$ cat src/rtl/mano_seq_ctrl.sv
// Instruction-cycle sequencer for the Mano CPU.
// Owns the one-hot sequence counter (T states), the cycle phase decode, the
// interrupt flip-flops R and IEN, the halt state and a sticky wrap error.
// Handshake: a T state that issues a memory access raises mem_req and holds it
// until mem_ready; the sequencer holds every state-advance decision
// (including sc_clr) while mem_req & ~mem_ready.
module mano_seq_ctrl #(
    parameter int          NT     = 8,
    parameter logic [2:0]  OPC_IO = 3'b111
) (
    input  logic          clk,
    input  logic          reset,
    input  logic [2:0]    ir_opcode,
    input  logic          ir_i,
    input  logic          sc_clr,
    input  logic          hlt,
    input  logic          ien_set,
    input  logic          ien_clr,
    input  logic          fgi,
    input  logic          fgo,
    input  logic          mem_req,
    input  logic          mem_ready,
    output logic [NT-1:0] t_state,
    output logic [2:0]    phase,
    output logic          r_flag,
    output logic          ien,
    output logic          int_ack,
    output logic          halted,
    output logic          seq_err
);

    typedef enum logic [2:0] {
        PH_FETCH    = 3'd0,
        PH_DECODE   = 3'd1,
        PH_INDIRECT = 3'd2,
        PH_EXECUTE  = 3'd3,
        PH_INTR     = 3'd4
    } phase_e;

    localparam logic [NT-1:0] T0_ONEHOT = {{(NT-1){1'b0}}, 1'b1};

    logic [NT-1:0] sc_q, sc_d;
    logic          r_q, r_d;
    logic          ien_q, ien_d;
    logic          halted_q, halted_d;
    logic          seq_err_q, seq_err_d;
    logic          int_ack_q, int_ack_d;
    phase_e        phase_w;

    logic stall;
    logic early;      // T0..T2
    logic intr_done;  // non-stalled edge leaving T2 of the interrupt cycle

    assign stall     = mem_req & ~mem_ready;
    assign early     = |sc_q[2:0];
    assign intr_done = ~stall & ~halted_q & r_q & sc_q[2];

    // State registers; reset restores T0 and clears all flags immediately.
    always_ff @(posedge clk or posedge reset) begin
        if (reset) begin
            sc_q      <= T0_ONEHOT;
            r_q       <= 1'b0;
            ien_q     <= 1'b0;
            halted_q  <= 1'b0;
            seq_err_q <= 1'b0;
            int_ack_q <= 1'b0;
        end else begin
            sc_q      <= sc_d;
            r_q       <= r_d;
            ien_q     <= ien_d;
            halted_q  <= halted_d;
            seq_err_q <= seq_err_d;
            int_ack_q <= int_ack_d;
        end
    end

    // Next-state logic for the sequence counter, halt and wrap error.
    always_comb begin
        sc_d      = sc_q;
        halted_d  = halted_q;
        seq_err_d = seq_err_q;
        if (!stall) begin
            if (halted_q) begin
                sc_d = T0_ONEHOT;
            end else if (r_q && sc_q[2]) begin
                sc_d = T0_ONEHOT;
            end else if (sc_clr && !early) begin
                sc_d = T0_ONEHOT;
                if (hlt) begin
                    halted_d = 1'b1;
                end
            end else if (sc_q[NT-1]) begin
                sc_d      = T0_ONEHOT;
                seq_err_d = 1'b1;
            end else begin
                sc_d = {sc_q[NT-2:0], 1'b0};
            end
        end
    end

    // Interrupt flip-flops: R is only set outside T0..T2 so it is stable for
    // the whole fetch/interrupt window; it is sampled even on stalled edges.
    always_comb begin
        r_d       = r_q;
        ien_d     = ien_q;
        int_ack_d = intr_done;
        if (intr_done) begin
            r_d = 1'b0;
        end else if (!early && ien_q && (fgi || fgo)) begin
            r_d = 1'b1;
        end
        if (intr_done) begin
            ien_d = 1'b0;
        end else if (ien_clr) begin
            ien_d = 1'b0;
        end else if (ien_set) begin
            ien_d = 1'b1;
        end
    end

    // Phase decode from the current T state, R and the instruction register.
    always_comb begin
        phase_w = PH_EXECUTE;
        if (early && r_q) begin
            phase_w = PH_INTR;
        end else if (sc_q[0] || sc_q[1]) begin
            phase_w = PH_FETCH;
        end else if (sc_q[2]) begin
            phase_w = PH_DECODE;
        end else if (sc_q[3]) begin
            if (ir_opcode == OPC_IO) begin
                phase_w = PH_EXECUTE;
            end else if (ir_i) begin
                phase_w = PH_INDIRECT;
            end else begin
                phase_w = PH_EXECUTE;
            end
        end
    end

    assign t_state = sc_q;
    assign phase   = phase_w;
    assign r_flag  = r_q;
    assign ien     = ien_q;
    assign int_ack = int_ack_q;
    assign halted  = halted_q;
    assign seq_err = seq_err_q;

endmodule
$ cat config.mk
export PLATFORM = sky130hd
export DESIGN_NAME = mano_seq_ctrl
export DESIGN_NICKNAME = d
export VERILOG_FILES = /design/src/rtl/mano_seq_ctrl.sv
export SDC_FILE = /design/constraint.sdc
export NUM_CORES = 1
export LEC_CHECK = 0
export ABC_AREA = 1
export BUFFER_PORTS_ARGS = -buffer_cell sky130_fd_sc_hd__clkbuf_2
export CORE_MARGIN = 3
export CORE_UTILIZATION = 39
export DETAILED_ROUTE_END_ITERATION = 10
export GPL_ROUTABILITY_DRIVEN = 0
export MAX_ROUTING_LAYER = met4
export PLACE_DENSITY = 0.72
export SYNTH_ARGS = -nofsm -noshare
export SYNTH_HDL_FRONTEND = slang
export SYNTH_SLANG_ARGS = --single-unit
$ cat constraint.sdc
create_clock -name clk -period 0.95 [get_ports clk]
set_input_delay 0.095 -clock clk [delete_from_list [all_inputs] [get_ports clk]]
set_output_delay 0.095 -clock clk [all_outputs]
set_load 0.01 [all_outputs]
== Word level (Yosys, flattened, before mapping) ==
Index checks and enable logic that the tools add are counted.

* Flip-flop bits (word level): 13
* Bits of input ports: 14
* Output and inout bits: 16
* Logic and storage cells: 47

* Eq/ne operators: 1
* Mux-type cells: 19
* Bitwise operators: 9
* Reduce and logical (&&, ||, !) cells: 12

{| class="wikitable"
|+ Operators by type and width
! cell !! number
|-
| 8-bit two-way mux || 4
|-
| 1-bit two-way mux || 12
|-
| 1-bit logical AND || 5
|-
| 1-bit inverter || 5
|-
| 5-bit AND reduction || 1
|-
| 1-bit bitwise AND || 4
|-
| 2-bit two-way mux || 2
|-
| 3-bit == test (second input constant) || 1
|-
| 3-bit two-way mux || 1
|-
| 3-bit nonzero test || 1
|-
| 3-bit OR reduction || 1
|-
| 1-bit logical OR || 2
|-
| 2-bit nonzero test || 1
|-
| 1-bit zero test || 1
|}

== Depth between registers and ports, before layout ==
* Word-level depth: 7
* Depth in mapped cells: 6
* Gate-level depth less buffers: 6

== Least setup slack after synthesis ==
Ideal clock, no wire load.

* Path kind: register -> register
* Start point: register sc_q[1] (netlist: t_state[1])
* End point: register r_q (netlist: r_flag)
* Library setup time: 73 ps
* Arrival: 967 ps
* Required time: 877 ps
* Path slack: -90 ps
* Stages on the path, launching flop included: 4
* Path buffers: 0
* Clock period less this slack: 1040 ps
* Cell sequence: dfrtp_1 -> nor3_2 -> nand2_1 -> a21oi_2

* Longest elaborated chain between the ends: 5

{| class="wikitable"
|+ RTL lines
! element !! RTL line !! source
|-
| start: declaration || 42 || <nowiki>logic [NT-1:0] sc_q, sc_d;</nowiki>
|-
| start signal: assignment || 61 || <nowiki>sc_q <= T0_ONEHOT;</nowiki>
|-
| start signal: assignment || 68 || <nowiki>sc_q <= sc_d;</nowiki>
|-
| 3-bit OR reduction || 55 || <nowiki>assign early = |sc_q[2:0];</nowiki>
|-
| 1-bit zero test || 109 || <nowiki>end else if (!early && ien_q && (fgi || fgo)) begin</nowiki>
|-
| 1-bit logical AND (2 in series) || 109 ||
|-
| 2-bit nonzero test (no line) || n/a ||
|-
| end signal: assignment || 69 || <nowiki>r_q <= r_d;</nowiki>
|-
| end: declaration || 43 || <nowiki>logic r_q, r_d;</nowiki>
|}

No other way between the ends.
A chain may end at the register's enable or synchronous reset.

== Worst setup path in the final report ==
* Start point: register sc_q[2] (netlist: t_state[2])
* End point: output phase[0]

* Longest elaborated chain between the ends: 3
* Elaborated cells on any way between the ends: 5
* Those cells by class: mux (3); reduce/logical (2)

{| class="wikitable"
|+ RTL lines
! element !! RTL line !! source
|-
| 2-bit two-way mux / 3-bit OR reduction (equally long branches) || 128, 55 ||
|-
| 2-bit two-way mux / 1-bit logical AND (equally long branches) || 126, 124 ||
|-
| 3-bit two-way mux * || 124 || <nowiki>if (early && r_q) begin</nowiki>
|-
| end: declaration || 24 || <nowiki>output logic [2:0] phase,</nowiki>
|}

Every way passes the cells marked *; elsewhere a longest branch is shown, timed or not.

==> summary.md <==
| Metric | Value |
|---|---|
| Cell taking the most area after synthesis | dfrtp_1 |
| Clock transition at path regs | 0.08 ns |
| Iteration-0 DRC Markers | 3 |
| # diodes | 0 |
| Seq cells post-synth | 13 |
| Post-Place Setup Slack | -0.07757 ns |
| DIE WIDTH | 46.33 um |
| Library cells used by synthesis | 19 |
| Clock tree sinks | 13 |
| DR vias | 655 |
| Vias per cell | 4.781 |
| Max-slew violations | 0 |
| Post-synth net total | 81 |
| Pwr Density | 889.7 nW/um2 |
| Clock Tree Buf Depth | 2 |
| Worst Skew | 0.001013 ns |
| Leak pwr | 0.5890 nW |
| Failing checks | setup timing |
| R2r endpoint | seq_err |
| Most common library cells after synthesis | nand2_1, dfrtp_1, nand4_1 |
| Crit end category | output pin |
| Die H | 46.33 um |
| Ys async rst share | 100.0% |
| FP Rows | 13 |
| First-pass GRT wire length | 2649 um |
| Hold path cells | 4 |
| Syn_area_per_cell | 9.468 um2 |
| Post-synth EDFFs | 0 |
| Status | finished, violations left |
| Post-Syn Area | 634.4 um2 |
| Unrepaired setup endpoints after global routing | true |
| Reg2Reg Depth | 6 |
| Main flop type after synthesis | dfrtp_1 |
| Nature of the critical path startpoint | flop |
| H-tree depth | 1 |
| Worst relative slew slack | 85.13% |
| # IOs | 30 |
| Total power | 972.9 uW |
| Synth top area share | 47.34% |
| DR WL/cell | 12.36 um |
| Pin count of the biggest net entering global routing | 14 |
| Clock insertion delay at the later pin of the skew report | 0.27 ns |
| GRT Total Usage | 17.95% |
| Vias in the first global route | 640 |
| Routed WL | 1693 um |
| MaxCap Viol Count | 0 |
| Endpoints failing hold | 0 |
| Hpwl dp | 1169 um |
| Routed Antenna Nets | 0 |
| Path category of the worst min-delay check | input pin to flop |
| Final core occ | 77.28% |
| FILL cells | 89 |
| Area Growth Syn to Fin | 72.39% |
| Core Area | 1415 um2 |
| WP data required | 0.85 ns |
| Worst-margin pin slew | 0.2225 ns |
| R2r startpoint | t_state[0] |
| Post-route DRC violation count | 0 |
| Synth top area cells | dfrtp_1, nand2_1, nand4_1 |
| WS Path Type | flop to output pin |
| Peak Freq | 780.4 MHz |
| Hold Startpoint | ien_clr |
| FF-to-FF setup slack | -0.29 ns |
| Global route overflow | 0 |
| Top-count cell post-synth | nand2_1 |
| Starting Density | 44.83% |
| Clk root buf | clkbuf_4 |
| Worst Hold End | ien |
| Fin crit period | 1.281 ns |
| Initial antenna violation count | 0 |
| Period utilization | 134.9% |
| TritonCTS clock tree | yes |
| Ys Warns | 0 |
| Drt first pass iters | 4 |
| Peak supply drop | 0.0006586 V |
| Final setup fails | 19 |
| Syn Inst Count | 67 |
| CP arrival | 1.19 ns |
| Crit path max fanout | 5 |
| Port buffer count | 29 |
| Share of layout cells above drive strength 1 | 63.11% |
| Post-synthesis sequential area ratio | 51.48% |
| Final setup margin | -0.3314 ns |
| Die area | 2146 um2 |
| TritonCTS Buffers | 3 |
| Nets | 137 |
registers in the layout, summed over array words and instances, names as in the netlist:
name,count
seq_err,1
halted,1
r_flag,1
t_state,8
ien,1
int_ack,1
critical path: stages, from the launching register on:
cell and delay [ns]:
dfrtp_2 0.48, nand2_4 0.10, nand2_2 0.06, a41oi_2 0.13, buf_2 0.15
cells in the final DEF, fill, tap and decap left out:
cell type      count
a21oi_2            2
a41oi_2            1
buf_2              3
buf_4             15
buf_6             10
clkbuf_1           1
clkbuf_2          22
clkbuf_4           3
dfrtp_1           10
dfrtp_2            2
dfstp_2            1
dlygate4sd3_1      1
inv_1              4
inv_2              4
nand2_1           16
nand2_2            1
nand2_4            4
nand3_1            2
nand3_2            1
nand3_4            1
nand4_1            6
nor2_1             4
nor2_4             3
nor3_4             1
o21a_1             1
o21ai_2            2
o21bai_4           1
kinds of logic (layout without fill, tap and decap cells):
| logic type | Yosys count | in the layout | share of synthesized area, % |
|---|---|---|---|
| and+or+nand+nor | 39 | 39 | 35.11 |
| DFF | 13 | 13 | 51.48 |
| buffers and inverters | 8 | 63 | 4.734 |
| AOI/OAI and AO/OA | 7 | 7 | 8.680 |
worst max path at each step:
stage,from,endpoint,slack [ns],cells past startpoint
final,t_state[2],phase[0],-0.33,4
after global routing,t_state[0],t_state[1],-0.39,6
after CTS,t_state[1],phase[0],-0.35,4
after detailed placement,t_state[1],phase[0],-0.08,4
after global placement,t_state[1],phase[0],-0.06,4
after floorplan,t_state[0],seq_err,-0.04,4
per-layer routing:
| metal | up-vias | global-route usage [%] | wire length, um |
|---|---|---|---|
| li1 | 331 | - | - |
| met1 | 303 | 20.82 | 707 |
| met2 | 19 | 31.04 | 900 |
| met3 | 2 | 2.344 | 80 |
| met4 | 0 | 6.818 | 4 |
| met5 | - | - | 0 |
through the flow:
stage / area (um2) / cells / TNS (ns) / hold slack (ns)
3_5_place_dp: 882.1 / 120 / -0.2055 / 0.08120
3_3_place_gp: 882.1 / 120 / -0.1408 / 0.07557
4_1_cts: 993.5 / 131 / -2.815 / 0.05523
6_report: 1094 / 137 / -4.075 / 0.05260
2_1_floorplan: 650.6 / 67 / -0.1172 / -0.02889
5_1_grt: 1094 / 137 / -5.118 / 0.05776
cell type report:
type	instances	area, um2	share of cell area, %
timing repair buffer	51	360.3	32.95
sequential	13	329.1	30.09
multi-input combinational	46	329.1	30.09
inverter	8	30.03	2.746
clock buffer	4	26.28	2.403
tap	15	18.77	1.716
repair_timing:
item                                   CTS  global route
buffers inserted                         6             6
pin swaps                                1             5
gates resized for setup                  7            17
endpoints found under the hold margin   13             0
hold buffers                             1             0
setup endpoints to repair               17            21
power breakdown:
group	internal, mW	total, mW	switching, mW
clock	0.163	0.340	0.177
sequential	0.556	0.558	0.00220
combinational	0.0355	0.0753	0.0398
No activity file was read; power rests on OpenSTA's default activity.
